## src/rtl/keccak_pkg.sv

```systemverilog
// Shared constants for the Keccak-f[1600] round sequencer: geometry, step
// indices and the sequencer state encoding.
package keccak_pkg;

    localparam int LANE_W     = 64;
    localparam int ADDR_W     = 5;
    localparam int NUM_ROUNDS = 24;
    localparam int NUM_STEPS  = 5;
    localparam int STEP_W     = 3;
    localparam int TURN_W     = 5;

    localparam logic [STEP_W-1:0] STEP_THETA = 3'd0;
    localparam logic [STEP_W-1:0] STEP_RHO   = 3'd1;
    localparam logic [STEP_W-1:0] STEP_PI    = 3'd2;
    localparam logic [STEP_W-1:0] STEP_CHI   = 3'd3;
    localparam logic [STEP_W-1:0] STEP_IOTA  = 3'd4;

    localparam logic [1:0] ST_IDLE_ENC   = 2'd0;
    localparam logic [1:0] ST_RUN_ENC    = 2'd1;
    localparam logic [1:0] ST_CLEAR_ENC  = 2'd2;
    localparam logic [1:0] ST_FINISH_ENC = 2'd3;

    typedef enum logic [1:0] {
        S_IDLE   = ST_IDLE_ENC,
        S_RUN    = ST_RUN_ENC,
        S_CLEAR  = ST_CLEAR_ENC,
        S_FINISH = ST_FINISH_ENC
    } seq_state_t;

endpackage

```

## src/rtl/keccak_round_sequencer_if.sv

```systemverilog
// Bundle between the round sequencer, the five step units and the state RAM.
// STEP_WATCHDOG_EN adds the sticky err flag.
interface keccak_round_sequencer_if;
    import keccak_pkg::*;

    logic                        start;
    logic                        done;
    logic [TURN_W-1:0]           turn;
    logic [NUM_STEPS-1:0]        step_start;
    logic [NUM_STEPS-1:0]        step_rst;
    logic [NUM_STEPS-1:0]        step_done;
    logic [NUM_STEPS*ADDR_W-1:0] step_mem_adr;
    logic [NUM_STEPS*LANE_W-1:0] step_mem_in;
    logic [NUM_STEPS-1:0]        step_mem_r;
    logic [NUM_STEPS-1:0]        step_mem_w;
    logic [ADDR_W-1:0]           mem_adr;
    logic [LANE_W-1:0]           mem_in;
    logic                        mem_r;
    logic                        mem_w;
`ifdef STEP_WATCHDOG_EN
    logic                        err;
`endif

    modport master (
        input  start, step_done, step_mem_adr, step_mem_in, step_mem_r, step_mem_w,
`ifdef STEP_WATCHDOG_EN
        output err,
`endif
        output done, turn, step_start, step_rst, mem_adr, mem_in, mem_r, mem_w
    );

    modport slave (
        output start, step_done, step_mem_adr, step_mem_in, step_mem_r, step_mem_w,
`ifdef STEP_WATCHDOG_EN
        input  err,
`endif
        input  done, turn, step_start, step_rst, mem_adr, mem_in, mem_r, mem_w
    );

endinterface

```

## src/rtl/keccak_mem_arbiter.sv

```systemverilog
// Combinational grant mux: forwards only the selected step unit's memory
// request to the shared state RAM, and nothing when not enabled.
module keccak_mem_arbiter
    import keccak_pkg::*;
(
    input  logic [STEP_W-1:0]           i_sel,
    input  logic                        i_en,
    input  logic [NUM_STEPS*ADDR_W-1:0] i_adr,
    input  logic [NUM_STEPS*LANE_W-1:0] i_in,
    input  logic [NUM_STEPS-1:0]        i_r,
    input  logic [NUM_STEPS-1:0]        i_w,
    output logic [ADDR_W-1:0]           o_adr,
    output logic [LANE_W-1:0]           o_in,
    output logic                        o_r,
    output logic                        o_w
);

    always_comb begin
        o_adr = '0;
        o_in  = '0;
        o_r   = 1'b0;
        o_w   = 1'b0;
        if (i_en && (int'(i_sel) < NUM_STEPS)) begin
            o_adr = i_adr[int'(i_sel)*ADDR_W +: ADDR_W];
            o_in  = i_in[int'(i_sel)*LANE_W +: LANE_W];
            o_r   = i_r[i_sel];
            o_w   = i_w[i_sel];
        end
    end

endmodule

```

## src/rtl/keccak_round_sequencer.sv

```systemverilog
// Keccak-f[1600] round sequencer: walks theta..iota over 24 rounds and grants
// the state RAM to the active unit. STEP_WATCHDOG_EN adds a per-step timeout.
module keccak_round_sequencer
    import keccak_pkg::*;
(
    input  logic                     clock,
    input  logic                     reset,
    keccak_round_sequencer_if.master bus
);

    localparam logic [NUM_STEPS-1:0] ONE_HOT0 = {{(NUM_STEPS-1){1'b0}}, 1'b1};

    seq_state_t           r_state, w_state_nxt;
    logic [STEP_W-1:0]    r_step, w_step_nxt;
    logic [TURN_W-1:0]    r_turn, w_turn_nxt;
    logic                 r_done;
    logic [NUM_STEPS-1:0] w_onehot, w_start, w_clr;

`ifdef STEP_WATCHDOG_EN
    logic [15:0] r_wd;
    logic        r_err;
    logic        w_wd_expire;
    logic        w_stray;

    // Counter sits at zero outside RUN, so every RUN entry starts fresh.
    assign w_wd_expire = (r_state == S_RUN) && (r_wd == 16'hFFFE);
    assign w_stray     = (r_state == S_RUN) && |(bus.step_done & ~w_onehot);
`endif

    assign w_onehot = ONE_HOT0 << r_step;

    always_comb begin
        w_state_nxt = r_state;
        w_step_nxt  = r_step;
        w_turn_nxt  = r_turn;
        w_start     = '0;
        w_clr       = '0;
        case (r_state)
            S_IDLE: begin
                if (bus.start) begin
                    w_state_nxt = S_RUN;
                    w_step_nxt  = STEP_THETA;
                    w_turn_nxt  = '0;
                end
            end
            S_RUN: begin
                w_start = w_onehot;
                if (bus.step_done[r_step]) begin
                    w_state_nxt = S_CLEAR;
                end
`ifdef STEP_WATCHDOG_EN
                else if (w_wd_expire) begin
                    w_state_nxt = S_IDLE;
                    w_step_nxt  = STEP_THETA;
                    w_turn_nxt  = '0;
                end
`endif
            end
            S_CLEAR: begin
                w_clr = w_onehot;
                if (r_step < STEP_W'(NUM_STEPS-1)) begin
                    w_step_nxt  = r_step + 3'd1;
                    w_state_nxt = S_RUN;
                end else if (r_turn < TURN_W'(NUM_ROUNDS-1)) begin
                    w_step_nxt  = STEP_THETA;
                    w_turn_nxt  = r_turn + 5'd1;
                    w_state_nxt = S_RUN;
                end else begin
                    w_state_nxt = S_FINISH;
                end
            end
            S_FINISH: begin
                w_turn_nxt  = '0;
                w_step_nxt  = STEP_THETA;
                w_state_nxt = S_IDLE;
            end
            default: begin
                w_state_nxt = S_IDLE;
                w_step_nxt  = STEP_THETA;
                w_turn_nxt  = '0;
            end
        endcase
    end

    // done is registered off FINISH, so it lands in the first IDLE cycle.
    always_ff @(posedge clock or posedge reset) begin
        if (reset) begin
            r_state <= S_IDLE;
            r_step  <= STEP_THETA;
            r_turn  <= '0;
            r_done  <= 1'b0;
        end else begin
            r_state <= w_state_nxt;
            r_step  <= w_step_nxt;
            r_turn  <= w_turn_nxt;
            r_done  <= (r_state == S_FINISH);
        end
    end

`ifdef STEP_WATCHDOG_EN
    always_ff @(posedge clock or posedge reset) begin
        if (reset) begin
            r_wd  <= '0;
            r_err <= 1'b0;
        end else begin
            r_wd  <= (r_state == S_RUN) ? r_wd + 16'd1 : 16'd0;
            r_err <= r_err | w_stray |
                     (w_wd_expire && !bus.step_done[r_step]);
        end
    end

    assign bus.err = r_err;
`endif

    assign bus.done       = r_done;
    assign bus.turn       = r_turn;
    assign bus.step_start = w_start;
    assign bus.step_rst   = w_clr | {NUM_STEPS{reset}};

    keccak_mem_arbiter u_arb (
        .i_sel (r_step),
        .i_en  (r_state == S_RUN),
        .i_adr (bus.step_mem_adr),
        .i_in  (bus.step_mem_in),
        .i_r   (bus.step_mem_r),
        .i_w   (bus.step_mem_w),
        .o_adr (bus.mem_adr),
        .o_in  (bus.mem_in),
        .o_r   (bus.mem_r),
        .o_w   (bus.mem_w)
    );

endmodule

```

## src/flat_wrapper.sv

```systemverilog
// flat-port wrapper written by rule: the top's interface ports become plain ports
module keccak_round_sequencer_flat import keccak_pkg::*;
  (clock, reset, bus_start, bus_step_done, bus_step_mem_adr, bus_step_mem_in, bus_step_mem_r, bus_step_mem_w, bus_done, bus_turn, bus_step_start, bus_step_rst, bus_mem_adr, bus_mem_in, bus_mem_r, bus_mem_w);
  keccak_round_sequencer_if bus_i ();
  input  logic clock;
  input  logic reset;
  input wire logic [$bits(bus_i.start)-1:0] bus_start;
  input wire logic [$bits(bus_i.step_done)-1:0] bus_step_done;
  input wire logic [$bits(bus_i.step_mem_adr)-1:0] bus_step_mem_adr;
  input wire logic [$bits(bus_i.step_mem_in)-1:0] bus_step_mem_in;
  input wire logic [$bits(bus_i.step_mem_r)-1:0] bus_step_mem_r;
  input wire logic [$bits(bus_i.step_mem_w)-1:0] bus_step_mem_w;
  output wire logic [$bits(bus_i.done)-1:0] bus_done;
  output wire logic [$bits(bus_i.turn)-1:0] bus_turn;
  output wire logic [$bits(bus_i.step_start)-1:0] bus_step_start;
  output wire logic [$bits(bus_i.step_rst)-1:0] bus_step_rst;
  output wire logic [$bits(bus_i.mem_adr)-1:0] bus_mem_adr;
  output wire logic [$bits(bus_i.mem_in)-1:0] bus_mem_in;
  output wire logic [$bits(bus_i.mem_r)-1:0] bus_mem_r;
  output wire logic [$bits(bus_i.mem_w)-1:0] bus_mem_w;
  assign bus_i.start = bus_start;
  assign bus_i.step_done = bus_step_done;
  assign bus_i.step_mem_adr = bus_step_mem_adr;
  assign bus_i.step_mem_in = bus_step_mem_in;
  assign bus_i.step_mem_r = bus_step_mem_r;
  assign bus_i.step_mem_w = bus_step_mem_w;
  assign bus_done = bus_i.done;
  assign bus_turn = bus_i.turn;
  assign bus_step_start = bus_i.step_start;
  assign bus_step_rst = bus_i.step_rst;
  assign bus_mem_adr = bus_i.mem_adr;
  assign bus_mem_in = bus_i.mem_in;
  assign bus_mem_r = bus_i.mem_r;
  assign bus_mem_w = bus_i.mem_w;
  keccak_round_sequencer u_core (.clock(clock), .reset(reset), .bus(bus_i));
endmodule
```

## config.mk

```make
export PLATFORM = sky130hd
export DESIGN_NAME = keccak_round_sequencer_flat
export DESIGN_NICKNAME = d
export VERILOG_FILES = /design/src/rtl/keccak_pkg.sv /design/src/rtl/keccak_round_sequencer_if.sv /design/src/rtl/keccak_mem_arbiter.sv /design/src/rtl/keccak_round_sequencer.sv /design/src/flat_wrapper.sv
export SDC_FILE = /design/constraint.sdc
export NUM_CORES = 1
export LEC_CHECK = 0
export CORE_AREA = 4 4 172 174
export DETAILED_ROUTE_END_ITERATION = 12
export DIE_AREA = 0 0 176 178
export PLACE_DENSITY_LB_ADDON = 0.08
export SYNTH_ARGS = -nofsm -noshare
export SYNTH_HDL_FRONTEND = slang
export SYNTH_HIERARCHICAL = 1
export SYNTH_SLANG_ARGS = --single-unit
```

## constraint.sdc

```tcl
create_clock -name clock -period 1.89 [get_ports clock]
set_input_delay 0.567 -clock clock [delete_from_list [all_inputs] [get_ports clock]]
set_output_delay 0.567 -clock clock [all_outputs]
set_load 0.01 [all_outputs]
```

# Word-level counts from Yosys, hierarchy flattened
# Index checks and enable logic that the tools add are counted.
# op_classes
magnitude_cmp,4
shifts,3
n_reduce_logical,6
n_addsub,2
bitwise,1
multipliers,1
mux,25
n_eq_ne,8
# ops
operator,count
$shiftx A320 B10 Y64,1
$mux W64,1
$mux W5,6
$shiftx A25 B7 Y5,1
$pmux W5 S3,1
$bmux W1 S3,3
$mux W3,3
$pmux W3 S3,1
$mux W2,4
$pmux W2 S4,1
$lt A3 B3 Y1 const B,2
$mul A3 B3 Y6 const B,1
$add A5 B1 Y5 const B,1
$lt A5 B5 Y1 const B,1
$mux W1,5
$or A5 B5 Y5,1
$shl A1 B3 Y5 const A,1
$eq A2 B2 Y1 const B,2
$lt A3 B4 Y1 const B,1
$ne A2 B1 Y1 const B,2
$ne A2 B2 Y1 const B,2
$reduce_and A4 Y1,1
$add A3 B1 Y3 const B,1
$ne A3 B1 Y1 const B,1
other kinds (6),6
# totals
register_bits,11
word_cells,54
out_inout_bits,87
input_bits,363

# Depth between registers and ports, before layout
# depth
word_depth,4
depth_mapped,6
mapped_depth_nobuf,5

# Modules after synthesis
# Netlist, hierarchy kept.
# by_module_without_submodules
mod,cells_per_inst,seq_area_each_um2,area_each_um2,n_inst
keccak_mem_arbiter,335,0.0,3663.5,1
keccak_round_sequencer,81,275.3,713.2,1

# Worst setup path before layout
# No wires, ideal clock.
# synth_path
path_type,reg-to-output
start,register u_core.r_state[1]
end,output port bus_mem_adr[3]
t_arrival_ns,1.409
required_time_ns,1.323
slack_ns,-0.086
n_path_buf,0
path_stages_with_launch,6
path_cell_list,dfrtp_1 nand2b_1 inv_1 nor3b_2 a22oi_1 o21ai_1
# synth_between
elab_chain_cells,3
# synth_lines
item,line_no,rtl
start: declaration,keccak_round_sequencer.sv:13,"seq_state_t r_state, w_state_nxt;"
start signal: assignment,keccak_round_sequencer.sv:93,r_state <= w_state_nxt;
$eq A2 B1 Y1,keccak_round_sequencer.sv:122,".i_en (r_state == S_RUN),"
$logic_and A1 B1 Y1,keccak_mem_arbiter.sv:23,if (i_en && (int'(i_sel) < NUM_STEPS)) begin
$mux W5,keccak_mem_arbiter.sv:23,
end: declaration,flat_wrapper.sv:17,output wire logic [$bits(bus_i.mem_adr)-1:0] bus_mem_adr;
# No other way between the ends.

# Final worst setup path
# layout_path
start,register u_core.r_step[1]
end,output port bus_mem_adr[3]
# layout_between
elab_chain_cells,3
word_cells_on_any_way,5
cone_classes,mul: 1; order compare: 1; shift: 1; mux: 1; reduce/logical: 1
# layout_lines
item,line_no,rtl
start: declaration,keccak_round_sequencer.sv:14,"logic [STEP_W-1:0] r_step, w_step_nxt;"
start signal: assignment,keccak_round_sequencer.sv:94,r_step <= w_step_nxt;
$mul A3 B3 Y6 or $lt A3 B3 Y1 (tied branches),"keccak_mem_arbiter.sv:24, keccak_mem_arbiter.sv:23",
$shiftx A25 B7 Y5 or $logic_and A1 B1 Y1 (tied branches),"keccak_mem_arbiter.sv:24, keccak_mem_arbiter.sv:23",
$mux W5 *,keccak_mem_arbiter.sv:23,
# Every way passes the cells marked *; elsewhere a longest branch is shown, timed or not.

==> impl_results.md <==
* Residual DRC at 0
* Initial cell density of the core at 15.75%
* Most frequent cells in the layout: 368 x clkdlybuf4s50_1, 64 x mux2i_1, 63 x buf_2, 53 x a211oi_2, 47 x o22ai_2
* WL met3 at 2222 µm
* Initial drt markers at 154
* Worst-Margin Slew at 0.2667 ns
* Post-route cell area at 10,280 µm²
* Highest Clock Rate at 414.8 MHz
* Port bufs at 449
* CP max FO at 7
* # nets final at 1,273
* Post-synth EDFFs at 0
* M1 WL at 10,360 µm
* Sequential element share of the synthesized area at 6.289%
* Count of unique library cells instantiated by Yosys at 46
* 1st-pass router iterations at 4
* CORE AREA at 27,780 µm²
* Num ports at 450
* VDD IR max at 0.4809 mV
* Commonest non-fill, non-tap cell in the layout: clkdlybuf4s50_1
* Chip width at 176 µm
* Max-Cap Viols at 0
* Crit end category: output pin
* Dpl cell area at 9465 µm²
* Crit path launch: u_core/r_step[1]
* Clock tree from TritonCTS: built
* Detailed Route WL at 28,970 µm
* Clk_lat worst skew at 0.24 ns
* Via-per-instance ratio at 4.423
* Total grt overflow at 0
* Synth warn at 6
* Vias in the first global route at 6,345
* Max-Slew Margin vs Limit at 81.71%
* Register bit total from synthesis at 11
* Final HPWL DP at 22,030 µm
* RSZ-0062 raised after global routing: yes
* DR WL/cell at 22.56 µm
* Ys async rst share at 100.0%
* Final setup viols at 81
* CTS sink count at 11
* Critical path arrival at 1.84 ns
* Placer Congestion at 0.8015
* DR vias at 5,679
* Post-synth net total at 784
* Die area at 31,330 µm²
* Avg Inst Size Synth at 10.52 µm²
* Min-delay worst type: flip-flop to flip-flop
* Post-Synthesis Cells at 416
* Initial antenna violation count at 2
* Power, Total at 12.26 mW
* Vert. Die Dim at 178 µm
* Power Density at 1192 nW/µm²
* Worst Path Required at 1.32 ns
* CTS buffer count at 3
* Tmin final at 2.411 ns
* Mapped Area at 4377 µm²
* Final clock skew at 0.001025 ns
* Row cnt at 61
* Htree depth at 1
* Outcome: finished with violations
* First-pass GRT wire length at 40,610 µm
* Clk slew on worst S/H paths at 0.04 ns
* Pin count of the biggest net entering global routing at 30
* Final worst path period share at 127.6%
* Worst setup SP type: flip-flop
* Ys flop type: dfrtp_1
* Synthesis-to-finish area growth at 135.0%
* Layout cell share with drive strength beyond 1 at 43.92%
* Hold-fix buffers at CTS at 0
* Worst-case clock buffer depth at 2
* Final Non-Filler Cells at 1,284
* Post-route ant nets at 0
* Cells after DPL at 1,253
* Final hold vios at 0
* Min-delay src: u_core/bus.turn[2]
* Routed wl met2 at 16,130 µm
* Static leakage at 3.713 nW
* Final Util at 37.02%
* Root Driver: clkbuf_16
* Critical R2R Launch: u_core/r_step[1]
* Top layer in use: met4
* Slew Viols, Final at 0
* Total Routing Usage GR at 16.84%
* Worst Setup Path Type: flip-flop to output pin
* Failing checks: setup timing
* Worst Setup Slack, final at -0.5209 ns
[routing by layer]
layer / vias to the layer above / global-route usage [%]
met3: 13 / 4.218
met5: - / 0
met1: 2739 / 17.47
met4: 0 / 1.917
met2: 261 / 34.72
li1: 2666 / -
[Yosys cell counts, drive strengths merged (4+ instances only)]
master	number	area share (%)
buf	44	12
a211oi	62	18
mux2	72	19
a21oi	4	0.46
mux2i	73	17
inv	9	0.77
a31oi	4	0.57
a22oi	9	1.5
ha	5	1.4
o22ai	63	15
nand2	8	0.86
dfrtp	11	6.3
o21ai	21	2.7
[report_power, final]
part           total (mW)  internal (mW)  switching [mW]  leakage, nW
sequential          0.358          0.299          0.0592        0.144
clock               0.391          0.283           0.108       0.0382
combinational        11.5           5.98            5.54         3.53
total                12.3           6.56            5.70         3.71
[registers in the layout, summed over array words and instances (netlist names)]
name,count
u_core/r_step,3
u_core/r_state,2
u_core/bus.done,1
u_core/bus.turn,5
[final timing paths]
check                                     end  depth (start not counted)  slack (ns)
min reg2reg                u_core/bus.turn[2]                          1        0.56
min in group asynchronous  u_core/bus.turn[4]                          3        0.83
max in group asynchronous    u_core/r_step[1]                          3        0.89
min                        u_core/bus.turn[2]                          1        0.56
max reg2reg                 u_core/r_state[0]                          8        0.03
max                            bus_mem_adr[3]                          7       -0.52
[worst max-delay path, cell delays in order, from the launching register on]
cell and delay (ns):
dfrtp_4 0.52, buf_12 0.18, buf_12 0.14, buf_6 0.11
mux2_4 0.29, a22oi_2 0.11, o21ai_1 0.10, buf_2 0.15
[layout make-up]
class,instances,area (µm²)
multi-input combinational,351,4049
sequential,11,281.5
tap,378,473.0
timing repair buffer,529,5358
antenna,2,5.005
inverter,9,40.04
clock buffer,4,78.83
fill,2840,17500
[through the flow]
step                hold slack, ns  setup WS (ns)  setup TNS [ns]
floorplan                   0.4411       -0.03036          -1.671
global placement            0.5377        -0.7977          -55.13
finish                      0.5624        -0.5209          -35.16
CTS                         0.5649        -0.5346          -35.58
detailed placement          0.5498        -0.7855          -56.01
global route                0.6055        -0.5653          -39.56
[logic make-up (layout without fill, tap and decap cells)]
group           after synthesis  in the layout  share of synthesized area (%)
simple gates                 31             31                          4.346
other cells                   0              2                              0
flops                        11             11                          6.289
fa+ha+maj                     5              5                          1.429
mux                         145            145                          35.39
compound gates              170            170                          39.17
buf+inv                      54            542                          13.38
[what timing repair did]
item | CTS | global route
pin swaps | 50 | 25
resized for setup | 444 | 39
buffers inserted | 10 | 6
setup endpoints to repair | 81 | 81
cloned | 11 | 2
No activity file was read; power rests on OpenSTA's default activity.
